<file path="src/rtl/freq_meas_ctrl_if.sv">
// Measurement pins in, published result words out, for the frequency-meter controller.
// master = controller side, slave = pin/SPI side.
interface freq_meas_ctrl_if #(
  parameter int CNT_W = 40
);
  logic             i_sig1;
  logic             i_sig2;
  logic             i_spi_cs;
  logic [CNT_W-1:0] o_tx_byte1;
  logic [CNT_W-1:0] o_tx_byte2;
  logic [7:0]       o_seq;
  logic             o_overrun;
  logic             o_gate;

  modport master (
    input  i_sig1, i_sig2, i_spi_cs,
    output o_tx_byte1, o_tx_byte2, o_seq, o_overrun, o_gate
  );

  modport slave (
    output i_sig1, i_sig2, i_spi_cs,
    input  o_tx_byte1, o_tx_byte2, o_seq, o_overrun, o_gate
  );
endinterface

</file>
<file path="src/rtl/freq_meas_ctrl.sv">
// Two-channel edge counter over back-to-back gate windows; publishes both counts per window.
// Latency: pin edge -> counter 3 cycles; window end -> published words 3 cycles (cs idle).
// Backpressure: cs low holds the publish; a second capture while held overwrites and sets overrun.
module freq_meas_ctrl #(
  parameter int unsigned GATE_CYCLES = 50_000_000,
  parameter int          CNT_W       = 40
) (
  input  logic              i_clk,
  input  logic              i_rst,
  freq_meas_ctrl_if.master  bus
);

  localparam logic [31:0] GATE_LAST = 32'(GATE_CYCLES - 1);

  typedef enum logic {PUB_IDLE, PUB_WAIT} pub_state_t;

  // Synchroniser / history flops are left unreset so a level held across reset
  // is never mistaken for a fresh edge.
  logic sig1_m_q, sig1_s_q, sig1_h_q, sig1_m_d, sig1_s_d, sig1_h_d;
  logic sig2_m_q, sig2_s_q, sig2_h_q, sig2_m_d, sig2_s_d, sig2_h_d;
  logic cs_m_q, cs_s_q, cs_m_d, cs_s_d;

  logic [31:0]      gate_cnt_q, gate_cnt_d;
  logic             gate_q, gate_d;
  logic [CNT_W-1:0] cnt1_q, cnt1_d, cnt2_q, cnt2_d;
  logic [CNT_W-1:0] pend1_q, pend1_d, pend2_q, pend2_d;
  logic             pend_v_q, pend_v_d;
  logic [CNT_W-1:0] tx1_q, tx1_d, tx2_q, tx2_d;
  logic [7:0]       seq_q, seq_d;
  logic             overrun_q, overrun_d;
  pub_state_t       state_q, state_d;

  logic             edge1, edge2, tc, publish;
  logic [CNT_W-1:0] cap1, cap2;

  function automatic logic [CNT_W-1:0] sat_inc(input logic [CNT_W-1:0] cnt, input logic inc);
    return (inc && (cnt != '1)) ? cnt + CNT_W'(1) : cnt;
  endfunction

  always_comb begin
    sig1_m_d = bus.i_sig1;
    sig1_s_d = sig1_m_q;
    sig1_h_d = sig1_s_q;
    sig2_m_d = bus.i_sig2;
    sig2_s_d = sig2_m_q;
    sig2_h_d = sig2_s_q;
    cs_m_d   = bus.i_spi_cs;
    cs_s_d   = cs_m_q;

    edge1 = sig1_s_q & ~sig1_h_q;
    edge2 = sig2_s_q & ~sig2_h_q;
    tc    = (gate_cnt_q == GATE_LAST);

    gate_cnt_d = tc ? 32'd0 : gate_cnt_q + 32'd1;
    gate_d     = (gate_cnt_d != GATE_LAST);

    // An edge seen in the terminal cycle still belongs to the closing window.
    cap1   = sat_inc(cnt1_q, edge1);
    cap2   = sat_inc(cnt2_q, edge2);
    cnt1_d = tc ? '0 : cap1;
    cnt2_d = tc ? '0 : cap2;

    publish = (state_q == PUB_WAIT) && cs_s_q;

    tx1_d = publish ? pend1_q : tx1_q;
    tx2_d = publish ? pend2_q : tx2_q;
    seq_d = publish ? seq_q + 8'd1 : seq_q;

    // A capture coinciding with a publish is not an overrun: the old pair leaves as the new one lands.
    pend1_d   = tc ? cap1 : pend1_q;
    pend2_d   = tc ? cap2 : pend2_q;
    pend_v_d  = tc | (pend_v_q & ~publish);
    overrun_d = overrun_q | (tc & pend_v_q & ~publish);

    state_d = state_q;
    case (state_q)
      PUB_IDLE: if (pend_v_q) state_d = PUB_WAIT;
      PUB_WAIT: if (publish && !tc) state_d = PUB_IDLE;
      default:  state_d = PUB_IDLE;
    endcase
  end

  always_ff @(posedge i_clk) begin
    sig1_m_q <= sig1_m_d;
    sig1_s_q <= sig1_s_d;
    sig1_h_q <= sig1_h_d;
    sig2_m_q <= sig2_m_d;
    sig2_s_q <= sig2_s_d;
    sig2_h_q <= sig2_h_d;
    cs_m_q   <= cs_m_d;
    cs_s_q   <= cs_s_d;
  end

  always_ff @(posedge i_clk) begin
    if (i_rst) begin
      gate_cnt_q <= 32'd0;
      gate_q     <= 1'b1;
      cnt1_q     <= '0;
      cnt2_q     <= '0;
      pend1_q    <= '0;
      pend2_q    <= '0;
      pend_v_q   <= 1'b0;
      tx1_q      <= '0;
      tx2_q      <= '0;
      seq_q      <= 8'd0;
      overrun_q  <= 1'b0;
      state_q    <= PUB_IDLE;
    end else begin
      gate_cnt_q <= gate_cnt_d;
      gate_q     <= gate_d;
      cnt1_q     <= cnt1_d;
      cnt2_q     <= cnt2_d;
      pend1_q    <= pend1_d;
      pend2_q    <= pend2_d;
      pend_v_q   <= pend_v_d;
      tx1_q      <= tx1_d;
      tx2_q      <= tx2_d;
      seq_q      <= seq_d;
      overrun_q  <= overrun_d;
      state_q    <= state_d;
    end
  end

  assign bus.o_tx_byte1 = tx1_q;
  assign bus.o_tx_byte2 = tx2_q;
  assign bus.o_seq      = seq_q;
  assign bus.o_overrun  = overrun_q;
  assign bus.o_gate     = gate_q;

endmodule

</file>
<file path="src/flat_wrapper.sv">
// flat-port wrapper written by rule: the top's interface ports become plain ports
module freq_meas_ctrl_flat 
#(
  parameter int unsigned GATE_CYCLES = 50_000_000,
  parameter int          CNT_W       = 40
)
  (i_clk, i_rst, bus_i_sig1, bus_i_sig2, bus_i_spi_cs, bus_o_tx_byte1, bus_o_tx_byte2, bus_o_seq, bus_o_overrun, bus_o_gate);
  freq_meas_ctrl_if #(.CNT_W(CNT_W)) bus_i ();
  input  logic i_clk;
  input  logic i_rst;
  input wire logic [$bits(bus_i.i_sig1)-1:0] bus_i_sig1;
  input wire logic [$bits(bus_i.i_sig2)-1:0] bus_i_sig2;
  input wire logic [$bits(bus_i.i_spi_cs)-1:0] bus_i_spi_cs;
  output wire logic [$bits(bus_i.o_tx_byte1)-1:0] bus_o_tx_byte1;
  output wire logic [$bits(bus_i.o_tx_byte2)-1:0] bus_o_tx_byte2;
  output wire logic [$bits(bus_i.o_seq)-1:0] bus_o_seq;
  output wire logic [$bits(bus_i.o_overrun)-1:0] bus_o_overrun;
  output wire logic [$bits(bus_i.o_gate)-1:0] bus_o_gate;
  assign bus_i.i_sig1 = bus_i_sig1;
  assign bus_i.i_sig2 = bus_i_sig2;
  assign bus_i.i_spi_cs = bus_i_spi_cs;
  assign bus_o_tx_byte1 = bus_i.o_tx_byte1;
  assign bus_o_tx_byte2 = bus_i.o_tx_byte2;
  assign bus_o_seq = bus_i.o_seq;
  assign bus_o_overrun = bus_i.o_overrun;
  assign bus_o_gate = bus_i.o_gate;
  freq_meas_ctrl #(.GATE_CYCLES(GATE_CYCLES), .CNT_W(CNT_W)) u_core (.i_clk(i_clk), .i_rst(i_rst), .bus(bus_i));
endmodule
</file>
<file path="config.mk">
export PLATFORM = sky130hd
export DESIGN_NAME = freq_meas_ctrl_flat
export DESIGN_NICKNAME = d
export VERILOG_FILES = /design/src/rtl/freq_meas_ctrl_if.sv /design/src/rtl/freq_meas_ctrl.sv /design/src/flat_wrapper.sv
export SDC_FILE = /design/constraint.sdc
export NUM_CORES = 1
export LEC_CHECK = 0
export CORE_AREA = 2 2 163 244
export CTS_CLUSTER_SIZE = 14
export DETAILED_ROUTE_END_ITERATION = 8
export DIE_AREA = 0 0 165 246
export GPL_TIMING_DRIVEN = 0
export SYNTH_ARGS = -nofsm -noshare
export SYNTH_HDL_FRONTEND = slang
export SYNTH_SLANG_ARGS = --single-unit
</file>
<file path="constraint.sdc">
create_clock -name i_clk -period 3 [get_ports i_clk]
set_clock_uncertainty 0.15 [all_clocks]
set_input_delay 0.3 -clock i_clk [delete_from_list [all_inputs] [get_ports i_clk]]
set_output_delay 0.3 -clock i_clk [all_outputs]
set_load 0.01 [all_outputs]
</file>
==> metrics.txt, run 1 <==
DRC viols=0; worst min-delay path category=in2reg; Detail Route Antenna Nets=0; count of pins over their slew limit=0; Post-Synthesis Cells=1312; die width=165 um; layout cells sized above 1=7.91%; Nets=1455; relative slew slack=48.9%; PortBufs=93; grt ovf=0; 1st-pass router iterations=5; vias per inst=4.77; Cell variety after synth=between 50 and 60; Fin Setup TNS=0 ns; clk_lat worst skew=0.56 ns; crit path launch type=register; worst slew pin tran=0.766 ns; Post-synth top cells=292 x dfxtp_1, 224 x nor2_1, 203 x nand2_1, 87 x a21oi_1, 75 x a211oi_1; count leader, synth=dfxtp_1; final wirelength=29200 um; post-synth top area share=approximately 50%; row cnt=88; crit path capture type=register; clock buffer count from CTS=28; detailed placement HPWL=21300 um; CTS tree=built; DR iter-0 viols=450; Syn Std Cell Area=between 10000 and 15000 sq um; final hold viol count=0; Avg Synthesized Cell Area=8.70 sq um; CTS H-tree depth=1; worst vdd ir=0.373 mV; first-pass GRT wire length=between 40000 and 50000 um; root buf cell=clkbuf_16; Tcrit/Tclk final=93.3%; endpoints failing setup=0; static leakage=4.68 nW; status=completed; largest cells by area after synthesis=dfxtp_1 51%, nor2_1 7.4%, nand2_1 6.7%; dominant synthesized flop cell=dfxtp_1; MaxCap Viol Count=0; RePlAce Congestion=0.823; Fmax=roughly 360 MHz; core area=38400 sq um; I/O Pins=95; CTS sink cnt=~290; GRT Total Usage=between 10% and 20%; fillers=just under 4000; power per cell area=approximately 550 nW/um^2; overall die height=246 um; Async SR Flop Fraction=0%; Initial Util=~30%; net count after synthesis=roughly 1300; clock-pin slew on the worst setup and hold paths=0.06 ns; Yosys top cell by area=dfxtp_1; largest net degree at the start of global routing=15; ANT cells=0; crit-path max FO=10; Yosys reg bits=roughly 290; clock buffer depth=3; crit path DAT=3.12 ns; synth warn=0; area grow syn2layout=23.0%; number of global-route vias before repair=9374; Post-synth EDFFs=0; die footprint=40600 sq um; Setup Crit Path Kind=reg2reg; Req. time, crit path=3.32 ns; detailed-route wire length per cell=between 10 and 15 um; via count=about 9400; fin cells=1962; initial antenna violation count=0; dpl cells=1900; sequential-to-total area share from yosys stat=51.2%; fin crit period=2.80 ns
-- through the flow --
stage	utilization, %	power (mW)	hold slack [ns]	setup slack, ns	instance area, sq um
after global placement	33.7	4.11	0.163	-0.740	13000
after CTS	36.3	7.77	0.0328	0.00777	13900
after global routing	36.5	7.93	0.0360	-0.00573	14000
after detailed placement	33.7	4.12	0.162	-0.681	13000
final	36.5	7.68	0.0506	0.200	14000
after floorplan	-	4.07	0.160	0.387	11400
-- layer usage --
layer  global-route usage (%)  routed length, um  vias up  part of all wire (%)
met4                     5.24                723        0                   2.5
met5                        0                  0        -                     0
met1                     16.1              12000     4439                    41
met3                     2.10               1210       41                   4.1
li1                         -                  -     4722                     -
met2                     27.2              15300      160                    52
-- flip-flops by register name, indices dropped and copies added, names as in the netlist, 8 cells and up --
| signal | flops |
|---|---|
| u_core.bus.o_tx_byte1 | 40 |
| u_core.bus.o_tx_byte2 | 40 |
| u_core.bus.o_seq | 8 |
| u_core.gate_cnt_q | 32 |
| u_core.cnt2_q | 40 |
| u_core.pend1_q | 40 |
| u_core.pend2_q | 40 |
| u_core.cnt1_q | 40 |
-- report_power, final --
part / leakage [nW] / switching [mW] / internal, mW
logic: 1.87 / 0.0981 / 0.0305
registers: 2.35 / 0.0103 / 3.89
clock network: 0.458 / 1.52 / 2.13
total: 4.68 / 1.63 / 6.05
-- kinds of logic (layout without fill, tap and decap cells) --
family                     after synthesis  in the layout  synth area share, %
AOI/OAI and AO/OA                      179            179                 10.0
xor gates and xnor gates               116            116                 8.90
adders and majority gates                4              4                0.439
buffers and inverters                   90            245                 3.43
DFF                                    292            292                 51.2
muxes                                    7              7                0.636
and+or+nand+nor                        624            624                 25.3
-- cells in the final DEF, fill, tap and decap left out, drive strengths merged, types with 3 or more instances in the layout --
master and n:
dfxtp 292, nor2 224, nand2 203, clkdlybuf4s50 93, a21oi 88, clkbuf 85, a211oi 78, xor2 73
nand3 56, buf 45, xnor2 43, nand4 41, and3 29, nor3 20, inv 13, and4 12
nor4 6, and2 5, nand2b 5, mux2i 5, o21ai 4, ha 4, clkinv 4, nor4b 4
nor2b 3, nor3b 3, or3 3, bufinv 3, nand4b 3
-- area by class of cell --
type	count	area (sq um)	share of cell area (%)
Inverter	12	45.0	0.321
Multi-Input combinational cell	930	5210	37.1
Sequential cell	292	5850	41.6
Clock inverter	10	134	0.954
Timing Repair Buffer	104	1010	7.22
Tap cell	495	619	4.41
Clock buffer	41	811	5.78
Buffer	78	354	2.52
-- worst paths after layout --
check | to | from | slack (ns) | depth (start not counted)
min | u_core.sig2_m_q$_DFF_P_ | bus_i_sig2 | 0.05 | 1
min reg2reg | u_core.sig2_h_d$_DFF_P_ | u_core.sig2_m_q$_DFF_P_ | 0.18 | 0
max | u_core.pend2_q[6]$_SDFFE_PP0N_ | u_core.cnt2_q[0]$_SDFF_PP0_ | 0.20 | 9
max reg2reg | u_core.pend2_q[6]$_SDFFE_PP0N_ | u_core.cnt2_q[0]$_SDFF_PP0_ | 0.20 | 9
-- what timing repair did --
item / CTS / global route
pin swaps: 1 / 4
hold buffers: 0 / 0
buffers inserted: 2 / 9
endpoints found under the setup margin: 189 / 123
gates resized for setup: 4 / 11
-- critical path, cell delays in order, from the launching register on --
cell	delay (ns)
dfxtp_1	0.39
ha_1	0.23
nand4_1	0.24
nor3_2	0.29
nand4b_1	0.25
o21ba_2	0.29
clkbuf_1	0.24
and3_1	0.27
xnor2_1	0.14
a211oi_1	0.22
Power figures use the tool's default switching activity.
==> run 2, diff against run 1 <==
--- a/config.mk
+++ b/config.mk
@@ -5,10 +5,10 @@
 export SDC_FILE = /design/constraint.sdc
 export NUM_CORES = 1
 export LEC_CHECK = 0
-export CORE_AREA = 2 2 163 244
+export CORE_AREA = 2 2 153 230
 export CTS_CLUSTER_SIZE = 14
 export DETAILED_ROUTE_END_ITERATION = 8
-export DIE_AREA = 0 0 165 246
+export DIE_AREA = 0 0 155 232
 export GPL_TIMING_DRIVEN = 0
 export SYNTH_ARGS = -nofsm -noshare
 export SYNTH_HDL_FRONTEND = slang
==> run 2 against run 1 <==
Critical path depth shrank 1. Count of clock-buffer cells in the layout is 2 higher. Via count decreased by 0.95%. Clock power is 2% lower. Cell area is 0.95% lower. Hold slack got worse by 0.012 ns. Non-clock buffer count shrank 4. Critical path type unchanged. Largest cell class unchanged.
==> metrics.txt, run 2 (synthesis gave the netlist of run 1 again) <==
grt ovf=0 (unchanged); Cell Area, Placed=12900 sq um (was 13000 sq um); power per cell area=547 nW/um^2 (about the same); layout cells sized above 1=7.45% (was 7.91%); hold path start=bus_i_sig2 (unchanged); CTS H-tree depth=1 (unchanged); overall die height=232 um (was 246 um); clock-pin slew on the worst setup and hold paths=0.07 ns (was 0.06 ns); final wirelength=28600 um (was 29200 um); I/O Pins=95 (unchanged); Fin Setup TNS=0 ns (unchanged); 1st-pass router iterations=5 (unchanged); detailed placement HPWL=21000 um (was 21300 um); GRT Total Usage=15.9% (was 14.4%); setup ws final=0.159 ns (was 0.200 ns); area of the multi-input gates=5210 sq um (about the same); detailed-route wire length per cell=15.1 um (was 14.9 um); CTS Hold Bufs=0 (unchanged); RePlAce Congestion=0.829 (was 0.823); Switch Pwr=1.61 mW (was 1.63 mW); area grow syn2layout=21.8% (was 23.0%); vias per inst=4.91 (was 4.77); Worst R2R Start=u_core.gate_cnt_q[0]$_SDFF_PP0_ (was u_core.cnt2_q[0]$_SDFF_PP0_); clock buffer count from CTS=28 (unchanged); final core occ=40.9% (was 36.5%); crit path launch type=register (unchanged); clock share of power=47.0% (was 47.6%); Worst Setup SP=u_core.gate_cnt_q[0]$_SDFF_PP0_ (was u_core.cnt2_q[0]$_SDFF_PP0_); Req. time, crit path=3.26 ns (was 3.32 ns); final hold viol count=0 (unchanged); clk_lat worst skew=0.56 ns (about the same); core area=34000 sq um (was 38400 sq um); commonest non-fill, non-tap cell in the layout=dfxtp_1 (unchanged); Nets=1451 (was 1455); initial antenna violation count=0 (unchanged); Switching Share=21.1% (was 21.2%); crit-path max FO=10 (unchanged); r2r endpoint=u_core.bus.o_gate$_SDFF_PP1_ (was u_core.pend2_q[6]$_SDFFE_PP0N_); Detail Route Antenna Nets=0 (unchanged); worst vdd ir=0.401 mV (was 0.373 mV); number of global-route vias before repair=9316 (was 9374); static leakage=4.65 nW (was 4.68 nW); hold depth=1 (unchanged); RSZ-0062 raised after global routing=yes; PortBufs=93 (unchanged); MaxCap Viol Count=0 (unchanged); post-route cell area=13900 sq um (was 14000 sq um); die width=155 um (was 165 um); via count=9273 (was 9362); die footprint=36000 sq um (was 40600 sq um); Logic pwr share=1.7% (about the same); worst slew pin tran=0.846 ns (was 0.766 ns); CTS sink cnt=292 (unchanged); DRC viols=0 (unchanged); fin crit period=2.84 ns (was 2.80 ns); first-pass GRT wire length=46500 um (was 47300 um); endpoints failing setup=0 (unchanged); row cnt=83 (was 88); relative slew slack=43.6% (was 48.9%); highest-count cells in the layout ignoring fill and taps=292 x dfxtp_1, 223 x nor2_1, 203 x nand2_1 (unchanged); count of pins over their slew limit=0 (unchanged); r2r setup slk=0.16 ns (was 0.20 ns); ANT cells=0 (unchanged); clock buffer depth=3 (unchanged); reg2reg path depth=8 (was 9); Initial Util=33.6% (was 29.7%); hold path endpoint=u_core.sig2_m_q$_DFF_P_ (unchanged); Internal=6.00 mW (was 6.05 mW); largest net degree at the start of global routing=15 (unchanged); CTS tree=built (unchanged); Fmax=352 MHz (was 357 MHz); fillers=3352 (was 3879); Tcrit/Tclk final=94.7% (was 93.3%); worst min-delay path category=in2reg (unchanged); Flop pwr share=51.3% (was 50.8%); crit path capture type=register (unchanged); status=completed (unchanged); sequential cell area=5850 sq um (unchanged); pre-CTS setup slack=-0.748 ns (was -0.681 ns); Setup Crit Path Kind=reg2reg (unchanged); crit path DAT=3.10 ns (was 3.12 ns); root buf cell=clkbuf_16 (unchanged); DR iter-0 viols=372 (was 450)
-- run 2: stage by stage --
stage / total power [mW] / std cells / hold WS, ns
floorplan: 4.07 / 1312 / 0.160
CTS: 7.69 / 1886 / 0.0264
global route: 7.85 / 1888 / 0.0274
global placement: 4.12 / 1830 / 0.161
detailed placement: 4.12 / 1830 / 0.162
finish: 7.60 / 1888 / 0.0384
-- run 2: area by class of cell --
cell class	instances	share of cell area (%)
Sequential cell	292	42.0
Multi-Input combinational cell	930	37.5
Timing Repair Buffer	100	7.07
Clock buffer	43	5.96
Tap cell	425	3.83
Buffer	78	2.55
Clock inverter	8	0.738
Inverter	12	0.324
-- run 2: power groups by stage --
stage / sequential [mW] / combinational (mW) / clock [mW]
6_report: 3.90 / 0.128 / 3.58
5_1_grt: 3.90 / 0.142 / 3.81
4_1_cts: 3.90 / 0.131 / 3.66
3_5_place_dp: 3.99 / 0.130 / 0
3_3_place_gp: 3.99 / 0.129 / 0
2_1_floorplan: 3.98 / 0.0831 / 0
-- run 2: how the worst max path moves through the flow --
stage / to / slack [ns] / cells after the start
finish: u_core.bus.o_gate$_SDFF_PP1_ / 0.16 / 8
global route: u_core.bus.o_gate$_SDFF_PP1_ / -0.03 / 8
CTS: u_core.pend1_q[27]$_SDFFE_PP0N_ / 0.05 / 8
detailed placement: u_core.cnt2_q[26]$_SDFF_PP0_ / -0.75 / 10
global placement: u_core.cnt1_q[28]$_SDFF_PP0_ / -0.76 / 10
floorplan: u_core.bus.o_gate$_SDFF_PP1_ / 0.39 / 8
-- run 2: timing repair --
item	4_1_cts	5_1_grt
setup buffers	5	2
setup endpoints to repair	190	53
pin swaps	2	1
gates resized for setup	7	6
cloned	0	0
-- run 2: metal layers --
metal	wire, um	share of wire [%]	track usage (%)
met5	0	0	0
met4	1170	4.1	6.94
met3	913	3.2	2.16
met2	14900	52	30.2
met1	11600	41	17.5
-- run 2: critical path, stage by stage (launching register included) --
cell and delay (ns):
dfxtp_1 0.41, nand4_1 0.18, nor3_2 0.40, clkbuf_1 0.46, nand4b_1 0.18, xor2_1 0.21, o21ai_0 0.17, nor4b_2 0.36
nand4_1 0.18
==> run 3, diff against run 2 <==
==> constraint.sdc (replaced) <==
create_clock -name i_clk -period 2.8 [get_ports i_clk]
set_clock_uncertainty 0.15 [all_clocks]
set_input_delay 0.28 -clock i_clk [delete_from_list [all_inputs] [get_ports i_clk]]
set_output_delay 0.28 -clock i_clk [all_outputs]
set_load 0.01 [all_outputs]
==> run 3 against run 2 <==
Total power rose by 7.2%. Global-route usage barely moved. Count of clock-buffer cells in the layout did not move. Worst setup slack got worse by 0.063 ns. Critical path type unchanged. Sequential share of layout area fell by 0.38 points. Cell area rose by 0.94%.
==> metrics.txt, run 3 (synthesis gave the netlist of run 1 again) <==
dpl cells=1830 (unchanged); crit path launch type=register (unchanged); layout cells sized above 1=8.70% (was 7.45%); overall die height=232 um (unchanged); reg2reg path depth=8 (unchanged); vias per inst=4.91 (about the same); clock buffer depth=3 (unchanged); DR iter-0 viols=410 (was 372); Worst R2R Start=u_core.gate_cnt_q[0]$_SDFF_PP0_ (unchanged); GRT Total Usage=16.0% (was 15.9%); Internal=6.43 mW (was 6.00 mW); worst vdd ir=0.431 mV (was 0.401 mV); DRC viols=0 (unchanged); die footprint=36000 sq um (unchanged); Detail Route Antenna Nets=0 (unchanged); Logic pwr share=1.7% (about the same); grt ovf=0 (unchanged); Switching Share=21.2% (was 21.1%); detailed-route wire length per cell=15.2 um (was 15.1 um); core area=34000 sq um (unchanged); hold depth=1 (unchanged); hold path start=bus_i_sig2 (unchanged); static leakage=4.73 nW (was 4.65 nW); 1st-pass router iterations=4 (was 5); endpoints failing setup=0 (unchanged); PortBufs=93 (unchanged); count of pins over their slew limit=0 (unchanged); MaxCap Viol Count=0 (unchanged); root buf cell=clkbuf_16 (unchanged); initial antenna violation count=0 (unchanged); row cnt=83 (unchanged); area grow syn2layout=22.9% (was 21.8%); status=completed (unchanged); commonest non-fill, non-tap cell in the layout=dfxtp_1 (unchanged); CTS sink cnt=292 (unchanged); I/O Pins=95 (unchanged); RePlAce Congestion=0.829 (unchanged); first-pass GRT wire length=46500 um (about the same); clock share of power=47.1% (was 47.0%); CTS Hold Bufs=0 (unchanged); Initial Util=33.6% (unchanged); fin crit period=2.70 ns (was 2.84 ns); Nets=1459 (was 1451); worst slew pin tran=0.852 ns (was 0.846 ns); power per cell area=581 nW/um^2 (was 547 nW/um^2); clk_lat worst skew=0.56 ns (about the same); Setup Crit Path Kind=reg2reg (unchanged); Fmax=370 MHz (was 352 MHz); final hold viol count=0 (unchanged); Worst Setup SP=u_core.gate_cnt_q[0]$_SDFF_PP0_ (unchanged); Tcrit/Tclk final=96.6% (was 94.7%); CTS tree=built (unchanged); clock buffer count from CTS=28 (unchanged); crit path capture type=register (unchanged); r2r setup slk=0.1 ns (was 0.16 ns); final wirelength=28900 um (was 28600 um); number of global-route vias before repair=9323 (was 9316); crit-path max FO=5 (was 10); Switch Pwr=1.73 mW (was 1.61 mW); die width=155 um (unchanged); WHS=0.0190 ns (was 0.0384 ns); CTS H-tree depth=1 (unchanged); detailed placement HPWL=21000 um (unchanged); fin cells=1896 (was 1888); largest net degree at the start of global routing=15 (unchanged); clock-pin slew on the worst setup and hold paths=0.07 ns (about the same); relative slew slack=43.2% (was 43.6%); ANT cells=0 (unchanged); worst min-delay path category=in2reg (unchanged); Req. time, crit path=3.06 ns (was 3.26 ns); highest-count cells in the layout ignoring fill and taps=291 x dfxtp_1, 222 x nor2_1, 203 x nand2_1 (was 292 x dfxtp_1, 223 x nor2_1, 203 x nand2_1); crit path DAT=2.96 ns (was 3.10 ns); via count=9304 (was 9273); Flop pwr share=51.2% (was 51.3%)
## run 3: cell count changes in the layout (fill, tap and decap cells not counted), sizes merged
cell,previous run,this run
buf,43,52
clkbuf,85,84
## run 3: what timing repair did
item | 4_1_cts | 5_1_grt
endpoints found under the setup margin | 190 | 98
buffers inserted | 8 | 7
resized for setup | 12 | 18
pin swaps | 3 | 7
## run 3: path summary, 6_finish.rpt
path	end
setup reg to reg	u_core.bus.o_gate$_SDFF_PP1_
setup / recovery	u_core.bus.o_gate$_SDFF_PP1_
hold / removal	u_core.sig2_m_q$_DFF_P_
hold reg to reg	u_core.sig2_h_d$_DFF_P_
## run 3: power groups by stage
stage	clock, mW	combinational, mW	sequential, mW
after CTS	3.93	0.140	4.18
final	3.84	0.140	4.18
after floorplan	0	0.0890	4.27
after detailed placement	0	0.139	4.27
after global routing	4.08	0.154	4.18
after global placement	0	0.139	4.27
## run 3: metal layers
layer  track usage (%)  vias up  share of wire [%]
met5                 0        -                  0
met4              6.83        0                3.9
met3              2.20       57                3.3
met2              30.3      144                 52
met1              17.5     4376                 41
li1                  -     4727                  -
## run 3: through the flow
step | TNS, ns | area (sq um) | total power, mW | util, % | setup WS (ns)
after floorplan | 0 | 11400 | 4.36 | - | 0.187
after global placement | -125.76 | 12900 | 4.41 | 37.9 | -0.959
after detailed placement | -124.64 | 12900 | 4.41 | 37.9 | -0.948
after CTS | 0 | 13900 | 8.24 | 41.0 | 0.00208
after global routing | -0.0732 | 14000 | 8.42 | 41.3 | -0.0732
final | 0 | 14000 | 8.16 | 41.3 | 0.0959
## run 3: worst max-delay path, stage by stage, from the launching register on
cell and delay [ns]:
dfxtp_2 0.37, ha_1 0.21, nand4_1 0.20, nor2_4 0.18
and4_4 0.26, mux2i_1 0.23, or4b_4 0.51, nor4b_4 0.29
nand4_1 0.16
## run 3: cell type report
type / instances / area (sq um)
inverter: 12 / 45.0
clock buffer: 43 / 828
timing repair buffer: 108 / 1060
tap: 425 / 532
buffer: 78 / 358
sequential: 292 / 5850
fill: 3353 / 19900
multi-input combinational: 930 / 5260
clock inverter: 8 / 103
